### config.mk
export PLATFORM = sky130hd
export DESIGN_NAME = sample_interpolator
export DESIGN_NICKNAME = d
export VERILOG_FILES = /design/src/rtl/sample_interpolator.sv
export SDC_FILE = /design/constraint.sdc
export NUM_CORES = 1
export LEC_CHECK = 0
export CAP_MARGIN = 20
export CORE_MARGIN = 8
export CORE_UTILIZATION = 58
export CTS_BUF_LIST = sky130_fd_sc_hd__clkbuf_4
export DETAILED_ROUTE_END_ITERATION = 7
export PLACE_DENSITY_LB_ADDON = 0.25
export SYNTH_ARGS = -nofsm -noshare
export SYNTH_HDL_FRONTEND = slang
export SYNTH_SLANG_ARGS = --single-unit
### constraint.sdc
create_clock -name clk -period 9 [get_ports clk]
set_input_delay 1.8 -clock clk [delete_from_list [all_inputs] [get_ports clk]]
set_output_delay 1.8 -clock clk [all_outputs]
set_load 0.005 [all_outputs]
### src/rtl/sample_interpolator.sv
// ---------------------------------------------------------------------------
// sample_interpolator
//
// Linear sample-rate upconverter that feeds a delta-sigma modulator. Input
// PCM samples (unsigned, offset-binary) enter through a small FIFO. A phase
// counter runs once per clk. Each time the phase wraps, the next sample is
// popped. Between pops the output ramps linearly from the previous sample to
// the current one, one step per clk.
//
// Parameters
//   DATA_SIZE : sample width in bits
//   OSR_LOG2  : log2 of output clocks per input sample
//   FIFO_LOG2 : log2 of input FIFO depth
//
// Ports
//   clk            : single clock, all logic on posedge
//   reset          : asynchronous, active-high reset
//   in_data        : input sample
//   in_valid       : in_data is valid
//   in_ready       : FIFO can accept a sample (combinational from level)
//   data           : interpolated sample, registered, one per clk
//   sample_tick    : one-cycle pulse on every FIFO pop attempt (phase wrap)
//   underrun       : sticky flag, a pop was attempted on an empty FIFO
//   clear_underrun : synchronous clear of underrun (a new underrun wins)
//   fifo_level     : current FIFO occupancy, 0..DEPTH
// ---------------------------------------------------------------------------
module sample_interpolator #(
    parameter int DATA_SIZE = 32,
    parameter int OSR_LOG2  = 6,
    parameter int FIFO_LOG2 = 2
) (
    input  logic                 clk,
    input  logic                 reset,
    input  logic [DATA_SIZE-1:0] in_data,
    input  logic                 in_valid,
    output logic                 in_ready,
    output logic [DATA_SIZE-1:0] data,
    output logic                 sample_tick,
    output logic                 underrun,
    input  logic                 clear_underrun,
    output logic [FIFO_LOG2:0]   fifo_level
);

    localparam int DEPTH = 1 << FIFO_LOG2;

    localparam logic [DATA_SIZE-1:0] MIDSCALE   = {1'b1, {(DATA_SIZE-1){1'b0}}};
    localparam logic [OSR_LOG2-1:0]  PHASE_ZERO = OSR_LOG2'(0);
    localparam logic [OSR_LOG2-1:0]  PHASE_ONE  = OSR_LOG2'(1);
    localparam logic [OSR_LOG2-1:0]  PHASE_LAST = {OSR_LOG2{1'b1}};
    localparam logic [FIFO_LOG2:0]   LEVEL_ZERO = (FIFO_LOG2+1)'(0);
    localparam logic [FIFO_LOG2:0]   LEVEL_ONE  = (FIFO_LOG2+1)'(1);
    localparam logic [FIFO_LOG2:0]   LEVEL_FULL = (FIFO_LOG2+1)'(DEPTH);
    localparam logic [FIFO_LOG2-1:0] PTR_ZERO   = FIFO_LOG2'(0);
    localparam logic [FIFO_LOG2-1:0] PTR_ONE    = FIFO_LOG2'(1);

    typedef enum logic [0:0] {
        IDLE = 1'b0,
        RUN  = 1'b1
    } state_t;

    // Registered state
    state_t                 state_r;
    logic [OSR_LOG2-1:0]    phase_r;
    logic [DATA_SIZE-1:0]   prev_r;
    logic [DATA_SIZE-1:0]   cur_r;
    logic [DATA_SIZE-1:0]   data_r;
    logic                   tick_r;
    logic                   underrun_r;
    logic [FIFO_LOG2:0]     level_r;
    logic [FIFO_LOG2-1:0]   wr_ptr_r;
    logic [FIFO_LOG2-1:0]   rd_ptr_r;
    logic [DATA_SIZE-1:0]   mem_r [DEPTH];

    // Next-state values
    state_t                 state_s;
    logic [OSR_LOG2-1:0]    phase_s;
    logic [DATA_SIZE-1:0]   prev_s;
    logic [DATA_SIZE-1:0]   cur_s;
    logic [DATA_SIZE-1:0]   data_s;
    logic                   tick_s;
    logic                   underrun_s;
    logic [FIFO_LOG2:0]     level_s;
    logic [FIFO_LOG2-1:0]   wr_ptr_s;
    logic [FIFO_LOG2-1:0]   rd_ptr_s;

    // FIFO handshakes
    logic                   empty_s;
    logic                   full_s;
    logic                   push_s;
    logic                   pop_s;
    logic [DATA_SIZE-1:0]   head_s;

    // Interpolation datapath
    logic signed [DATA_SIZE:0]          diff_s;
    logic signed [DATA_SIZE+OSR_LOG2:0] diff_ext_s;
    logic signed [DATA_SIZE+OSR_LOG2:0] phase_ext_s;
    logic signed [DATA_SIZE+OSR_LOG2:0] prod_s;
    logic signed [DATA_SIZE+OSR_LOG2:0] quot_s;
    logic [DATA_SIZE-1:0]               interp_s;
    logic                               unused_quot_s;

    assign in_ready    = !full_s;
    assign data        = data_r;
    assign sample_tick = tick_r;
    assign underrun    = underrun_r;
    assign fifo_level  = level_r;

    // FIFO status from the registered level only, so a push can never be
    // popped in the same cycle it arrives.
    always_comb begin
        empty_s = (level_r == LEVEL_ZERO);
        full_s  = (level_r == LEVEL_FULL);
        push_s  = in_valid && (level_r != LEVEL_FULL);
        head_s  = mem_r[rd_ptr_r];
    end

    // prev + floor((cur - prev) * phase / OSR); the arithmetic right shift
    // of the signed product gives floor toward minus infinity. The sum
    // always lies between prev and cur, so truncating to DATA_SIZE bits
    // is exact.
    always_comb begin
        diff_s      = $signed({1'b0, cur_r}) - $signed({1'b0, prev_r});
        diff_ext_s  = {{OSR_LOG2{diff_s[DATA_SIZE]}}, diff_s};
        phase_ext_s = $signed({{(DATA_SIZE+1){1'b0}}, phase_r});
        prod_s      = diff_ext_s * phase_ext_s;
        quot_s      = prod_s >>> OSR_LOG2;
        interp_s    = prev_r + quot_s[DATA_SIZE-1:0];
    end

    // Upper quotient bits are redundant sign copies of an in-range result.
    assign unused_quot_s = ^quot_s[DATA_SIZE+OSR_LOG2:DATA_SIZE];

    // Sequencer next-state: IDLE waits for the first sample; RUN steps the
    // phase, interpolates, and pops (or flags underrun) on each wrap.
    always_comb begin
        state_s = state_r;
        phase_s = phase_r;
        prev_s  = prev_r;
        cur_s   = cur_r;
        data_s  = data_r;
        pop_s   = 1'b0;
        if (clear_underrun) begin
            underrun_s = 1'b0;
        end else begin
            underrun_s = underrun_r;
        end

        case (state_r)
            IDLE: begin
                phase_s = PHASE_ZERO;
                data_s  = MIDSCALE;
                if (!empty_s) begin
                    state_s = RUN;
                    pop_s   = 1'b1;
                    prev_s  = MIDSCALE;
                    cur_s   = head_s;
                end else begin
                    state_s = IDLE;
                end
            end
            RUN: begin
                phase_s = phase_r + PHASE_ONE;
                data_s  = interp_s;
                if (phase_r == PHASE_LAST) begin
                    prev_s = cur_r;
                    if (!empty_s) begin
                        cur_s = head_s;
                        pop_s = 1'b1;
                    end else begin
                        // Output holds flat at cur; the set beats any clear.
                        underrun_s = 1'b1;
                    end
                end else begin
                    prev_s = prev_r;
                end
            end
            default: begin
                state_s = IDLE;
                phase_s = PHASE_ZERO;
                prev_s  = MIDSCALE;
                cur_s   = MIDSCALE;
                data_s  = MIDSCALE;
            end
        endcase

        // Registered so sample_tick is high exactly during the wrap cycle.
        tick_s = (state_s == RUN) && (phase_s == PHASE_LAST);
    end

    // FIFO pointer and occupancy next-state; the level is kept apart from
    // the pointers so full and empty are distinguishable.
    always_comb begin
        if (push_s) begin
            wr_ptr_s = wr_ptr_r + PTR_ONE;
        end else begin
            wr_ptr_s = wr_ptr_r;
        end
        if (pop_s) begin
            rd_ptr_s = rd_ptr_r + PTR_ONE;
        end else begin
            rd_ptr_s = rd_ptr_r;
        end
        case ({push_s, pop_s})
            2'b10:   level_s = level_r + LEVEL_ONE;
            2'b01:   level_s = level_r - LEVEL_ONE;
            default: level_s = level_r;
        endcase
    end

    // State, datapath and FIFO control registers.
    always_ff @(posedge clk or posedge reset) begin
        if (reset) begin
            state_r    <= IDLE;
            phase_r    <= PHASE_ZERO;
            prev_r     <= MIDSCALE;
            cur_r      <= MIDSCALE;
            data_r     <= MIDSCALE;
            tick_r     <= 1'b0;
            underrun_r <= 1'b0;
            level_r    <= LEVEL_ZERO;
            wr_ptr_r   <= PTR_ZERO;
            rd_ptr_r   <= PTR_ZERO;
        end else begin
            state_r    <= state_s;
            phase_r    <= phase_s;
            prev_r     <= prev_s;
            cur_r      <= cur_s;
            data_r     <= data_s;
            tick_r     <= tick_s;
            underrun_r <= underrun_s;
            level_r    <= level_s;
            wr_ptr_r   <= wr_ptr_s;
            rd_ptr_r   <= rd_ptr_s;
        end
    end

    // FIFO storage; cleared on reset so stale samples never reappear.
    always_ff @(posedge clk or posedge reset) begin
        if (reset) begin
            for (int i = 0; i < DEPTH; i++) begin
                mem_r[i] <= {DATA_SIZE{1'b0}};
            end
        end else begin
            if (push_s) begin
                mem_r[wr_ptr_r] <= in_data;
            end
        end
    end

endmodule

# --- After elaboration in Yosys (flattened, before gate mapping) ---
# Index checks and enable logic that the tools add are counted.
totals:
  ff_bits: 240
  output_inout_bits: 38
op_classes:
  addsub: 7
  n_mul: 1
  n_lt_le_gt_ge: 3
  eq_ne: 8
  mux: 23
  n_bitwise: 3
  n_reduce_logical: 7
ops:
  columns: ["op", "count"]
  rows:
  - ["32-bit two-way mux", 7]
  - ["32-bit case mux with 2 select lines", 3]
  - ["128-bit bitwise mux", 1]
  - ["32-bit binary-select mux with 2-bit select", 1]
  - ["32-bit demux with 2-bit select", 1]
  - ["33-bit by 7-bit multiplier with 38-bit output", 1]
  - ["32-bit by 32-bit subtractor with 33-bit output", 1]
  - ["32-bit adder", 1]
  - ["6-bit == test (second input constant)", 2]
  - ["6-bit case mux with 2 select lines", 1]
  - ["1-bit two-way mux", 7]
  - ["6-bit by 1-bit adder with 6-bit output (second input constant)", 1]
  - ["3-bit >= comparator (second input constant)", 2]
  - ["2-bit inverter with 3-bit output", 2]
  - ["3-bit case mux with 2 select lines", 1]
  - ["2-bit by 1-bit adder with 2-bit output (second input constant)", 2]
  - ["3-bit by 1-bit adder with 3-bit output (second input constant)", 1]
  - ["3-bit == test (second input constant)", 1]
  - ["1-bit logical AND", 3]
  - ["3-bit zero test", 1]
  - ["3-bit by 1-bit < comparator with 1-bit output (second input constant)", 1]
  - ["3-bit != test (second input constant)", 1]
  - ["3-bit by 1-bit subtractor with 3-bit output (second input constant)", 1]
  - ["2-bit by 1-bit == test with 1-bit output (second input constant)", 1]
  - ["8 further kinds", 8]

# --- Depth between registers and ports, before layout ---
depth:
  depth_word: 7
  mapped_depth: 40

# --- Least setup slack after synthesis ---
# No wires, ideal clock.
synth_timing:
  path_kind: "reg-to-reg"
  startpoint: "reg prev_r[1]"
  endpoint: "reg data_r[31] (netlist: data[31])"
  setup_time_ns: 0.062
  arrival_ns: 8.532
  required_ns: 8.938
  slack_ns: 0.405
  path_stages_with_launch: 41
  n_path_buf: 1
  synth_period_minus_slack_ns: 8.595
  path_cell_list: "dfrtp_1 > inv_1 > ha_1 > nor2b_1 > o21ai_0 > a21boi_0 > o21a_1 > o211ai_1 > a21boi_0 > o21ai_0 > a21boi_0 > buf_2 > nor2_1 > and2_1 > fa_1 > fa_1 > fa_1 > inv_1 > (+5 left out) > or3b_2 > nand3_2 > a21oi_4 > o31ai_4 > and2_1 > o21a_1 > nor2_1 > ha_1 > and3_1 > a31oi_1 > o21ai_0 > a21oi_1 > a21oi_2 > o41ai_2 > a21oi_1 > xnor2_1 > xnor3_1 > nand2_1"
synth_via:
  elab_chain_cells: 4
synth_rtl:
  columns: ["element", "line", "text"]
  rows:
  - ["start, declared", "64", "logic [DATA_SIZE-1:0] prev_r;"]
  - ["start signal, assigned", "226", "prev_r <= prev_s;"]
  - ["32-bit by 32-bit subtractor with 33-bit output", "122", "diff_s = $signed({1'b0, cur_r}) - $signed({1'b0, prev_r});"]
  - ["33-bit by 7-bit multiplier with 38-bit output", "125", "prod_s = diff_ext_s * phase_ext_s;"]
  - ["32-bit adder (*)", "127", "interp_s = prev_r + quot_s[DATA_SIZE-1:0];"]
  - ["32-bit case mux with 2 select lines (*)", "148", "case (state_r)"]
  - ["named net data_s[31]", "79", "logic [DATA_SIZE-1:0] data_s;"]
  - ["end signal, assigned", "228", "data_r <= data_s;"]
  - ["end, declared", "66", "logic [DATA_SIZE-1:0] data_r;"]
# Mark *: on every way through the listed nets, which the timed path passes. The rest lies on a longest branch.
# A chain may end at the register's enable or synchronous reset.

# --- Worst setup path in the final report ---
layout_timing:
  startpoint: "reg cur_r[1]"
  endpoint: "reg data_r[27] (netlist: data[27])"
layout_via:
  elab_chain_cells: 4
layout_rtl:
  columns: ["element", "line", "text"]
  rows:
  - ["start, declared", "65", "logic [DATA_SIZE-1:0] cur_r;"]
  - ["start signal, assigned", "227", "cur_r <= cur_s;"]
  - ["32-bit by 32-bit subtractor with 33-bit output", "122", null]
  - ["33-bit by 7-bit multiplier with 38-bit output", "125", null]
  - ["32-bit adder", "127", null]
  - ["32-bit case mux with 2 select lines", "148", null]
  - ["named net data_s[27]", "79", null]
# The timed path passes the listed nets, and every way through them passes these cells.

==> flow_metrics.tcl <==
set metrics [dict create \
    status "finished clean" \
    cts_made_buffers 66 \
    mostFrequentLayoutCell "dfrtp_1" \
    instances_no_fill 2482 \
    cts_sinks 240 \
    endpoint_kind "flop" \
    drt-pass1-iter-count 7 \
    worstSetupStartpointType "flop" \
    antenna_found_initial 1 \
    cts_buffer_depth 3 \
    die_h_um 199 \
    path_max_fanout 6 \
    setup_violations 0 \
    synth_xor_area_share_pct 3.67 \
    crit_required_ns 9.57 \
    finalClockSkew_ns 0.0720 \
    areaGrowthSynthToFinish_pct 14.6 \
    port_buffers 73 \
    place.gp.congestion 0.924 \
    clk_pin_slew_ns 0.06 \
    yosys.area_share.simple_pct 13.1 \
    final.setup.tns_ns 0 \
    clock_latency_ns 0.72 \
    final_cell_mix "dfrtp_1, inv_1, mux2_2, ha_1, fa_1" \
    p_leak_nw 10.9 \
    grt_usage_pct 23.7 \
    synthDominantCellAreaShare_pct 30.4 \
    grt_pass1_vias 14800 \
    cts_root_buffer "clkbuf_4" \
    ys.flop_type "dfrtp_1" \
    htree_levels 3 \
    avgViaCountPerCell 5.76 \
    drt_iter0_markers 926 \
    ios 74 \
    synth_edf_count 0 \
    rows 67 \
    drive_gt1_share_pct 23.7 \
    drv_cap 0 \
    clockPowerShare_pct 30.3 \
    ys_seq_area_share_pct 30.8 \
    worst-setup-path-type "flop to flop" \
    synth.distinct_cells 84 \
    synth_fa_ha_area_share_pct 22.7 \
    tightestPinTransition_ns 1.09 \
    place_hpwl_um 33700 \
    p_comb_share_pct 22.2 \
    tritoncts "done" \
    drv_slew 0 \
    vias 14300 \
    switching_share_pct 26.8 \
    ys_seq_elements 240 \
    nNetsFinal 2300 \
    hold_viol 0 \
    power.internal_mw 2.37 \
    fin_crit_ns 8.71 \
    die_x_um 199 \
    core_area_um2 33300 \
    place_area_um2 20900 \
    avgRoutedWirePerCell_um 18.4 \
    dieArea_um2 39700 \
    syn_nets 2164 \
    relSlewSlack_pct 26.5 \
    critPathMostFrequentCell "fa_1" \
    powerDensity_nw_per_um2 145 \
    syn_inst 1854 \
    synth_compound_area_share_pct 10.7 \
    max_freq_ghz 0.115 \
    cp.arrival_ns 9.28 \
    syn_area_um2 19500 \
    drcViolationCount 0 \
    ant_nets 0 \
    min_period_over_period_pct 96.8 \
    hp-class "flop to flop" \
    grt.overflow.total 0 \
    initial_utilization_pct 58.5 \
    peakVddDrop_mv 0.234 \
    yosys.area.top_type "dfrtp_1" \
    cpPeakStageDelay_ns 0.57 \
    synth_area_leaders "dfrtp_1, fa_1, mux2_2" \
    final_area_um2 22300 \
    synth_top_family_by_area "adder cells" \
    avgSynthCellArea_um2 10.5 \
    synthMuxAreaShare_pct 13.4 \
    async_flop_share_pct 100 \
    p_sw_uw 865 \
    power_frac_seq_pct 47.6 \
    yosysWarnings 0 \
    grt_pass1_wl_um 75700 \
    grt_max_degree 84 \
    critical-path-slowest-cell "fa_1" \
    drt-total-wl_um 45700 \
    post-place-cells 2354 \
]
-- cell usage after synthesis (14+ instances only) --
master and count:
o21a_1 23, xnor2_1 61, nor2_1 89, inv_1 209, buf_1 17, mux4_2 32
fa_1 132, a31oi_1 14, mux2_2 161, and2_1 127, xor2_1 18, nand3_1 27
nand2b_1 18, a21o_1 35, dfrtp_1 237, nor3_1 22, a21oi_1 65, clkbuf_1 58
nor2b_1 30, o21ai_0 33, ha_1 142, a22o_1 32, nand2_1 110
-- timing repair --
action | 4_1_cts | 5_1_grt
resized for setup | 15 | 69
setup endpoints to repair | 1 | 10
pin swaps | 4 | 33
setup buffers | 2 | 12
hold buffers | 0 | 0
-- logic make-up after synthesis --
family | Yosys count
AOI/OAI and AO/OA | 285
xor gates and xnor gates | 80
adders and majority gates | 274
buffers and inverters | 286
DFF | 240
muxes | 201
and+or+nand+nor | 488
-- layout make-up --
cell class | count | area, um^2
multi-input combinational | 1328 | 12800
fill | 2500 | 10900
sequential | 240 | 6010
timing repair buffer | 144 | 1310
inverter | 210 | 796
clock buffer | 97 | 728
tap | 448 | 561
clock inverter | 14 | 95.1
antenna | 1 | 2.50
-- power by group through the flow --
stage	Combinational (mW)	Clock (mW)	Sequential [mW]
after global routing	0.769	1.06	1.57
after CTS	0.719	1.01	1.54
after floorplan	0.567	0	1.50
after detailed placement	0.717	0	1.56
final	0.717	0.978	1.54
after global placement	0.685	0	1.53
-- path summary, 6_finish.rpt --
check	from	endpoint	slack, ns	cells after the start
worst max-delay path	cur_r[1]	data[27]	0.29	38
worst min-delay path	mem_r[55]	mem_r[55]	0.50	1
worst max register to register	cur_r[1]	data[27]	0.29	38
worst min register to register	mem_r[55]	mem_r[55]	0.50	1
max in group asynchronous	reset	prev_r[31]	6.32	4
min in group asynchronous	reset	mem_r[105]	1.62	2
-- worst max-delay path: cells and delay by family, from the launching register on --
family,cells,cell delay [ns]
buffers and inverters,5,0.53
adders and majority gates,7,2.97
AOI/OAI and AO/OA,19,3.42
and+or+nand+nor,7,1.27
DFF,1,0.41
-- flip-flops by register name, summed over array words and instances (netlist names) --
signal       count
phase_r          6
fifo_level       3
prev_r          32
sample_tick      1
cur_r           32
mem_r          128
wr_ptr_r         2
rd_ptr_r         2
data            32
underrun         1
state_r          1
-- stage by stage --
stage | util (%) | power, mW | hold WS (ns) | worst slack (ns)
floorplan | - | 2.07 | 0.474 | 0.405
global placement | 62.9 | 2.21 | 0.482 | 0.0147
detailed placement | 62.9 | 2.27 | 0.489 | -0.172
CTS | 65.6 | 3.26 | 0.503 | 0.0238
global route | 67.1 | 3.40 | 0.512 | -0.0981
finish | 67.1 | 3.23 | 0.499 | 0.289
-- metal layers --
| layer | global-route usage, % | vias to the layer above | share of wire [%] |
|---|---|---|---|
| met2 | 38.2 | 400 | 48 |
| met3 | 4.02 | 92 | 5.4 |
| li1 | - | 6645 | - |
| met5 | 0 | - | 0 |
| met1 | 32.7 | 7162 | 45 |
| met4 | 6.73 | 0 | 2.3 |
Power figures use the tool's default switching activity.
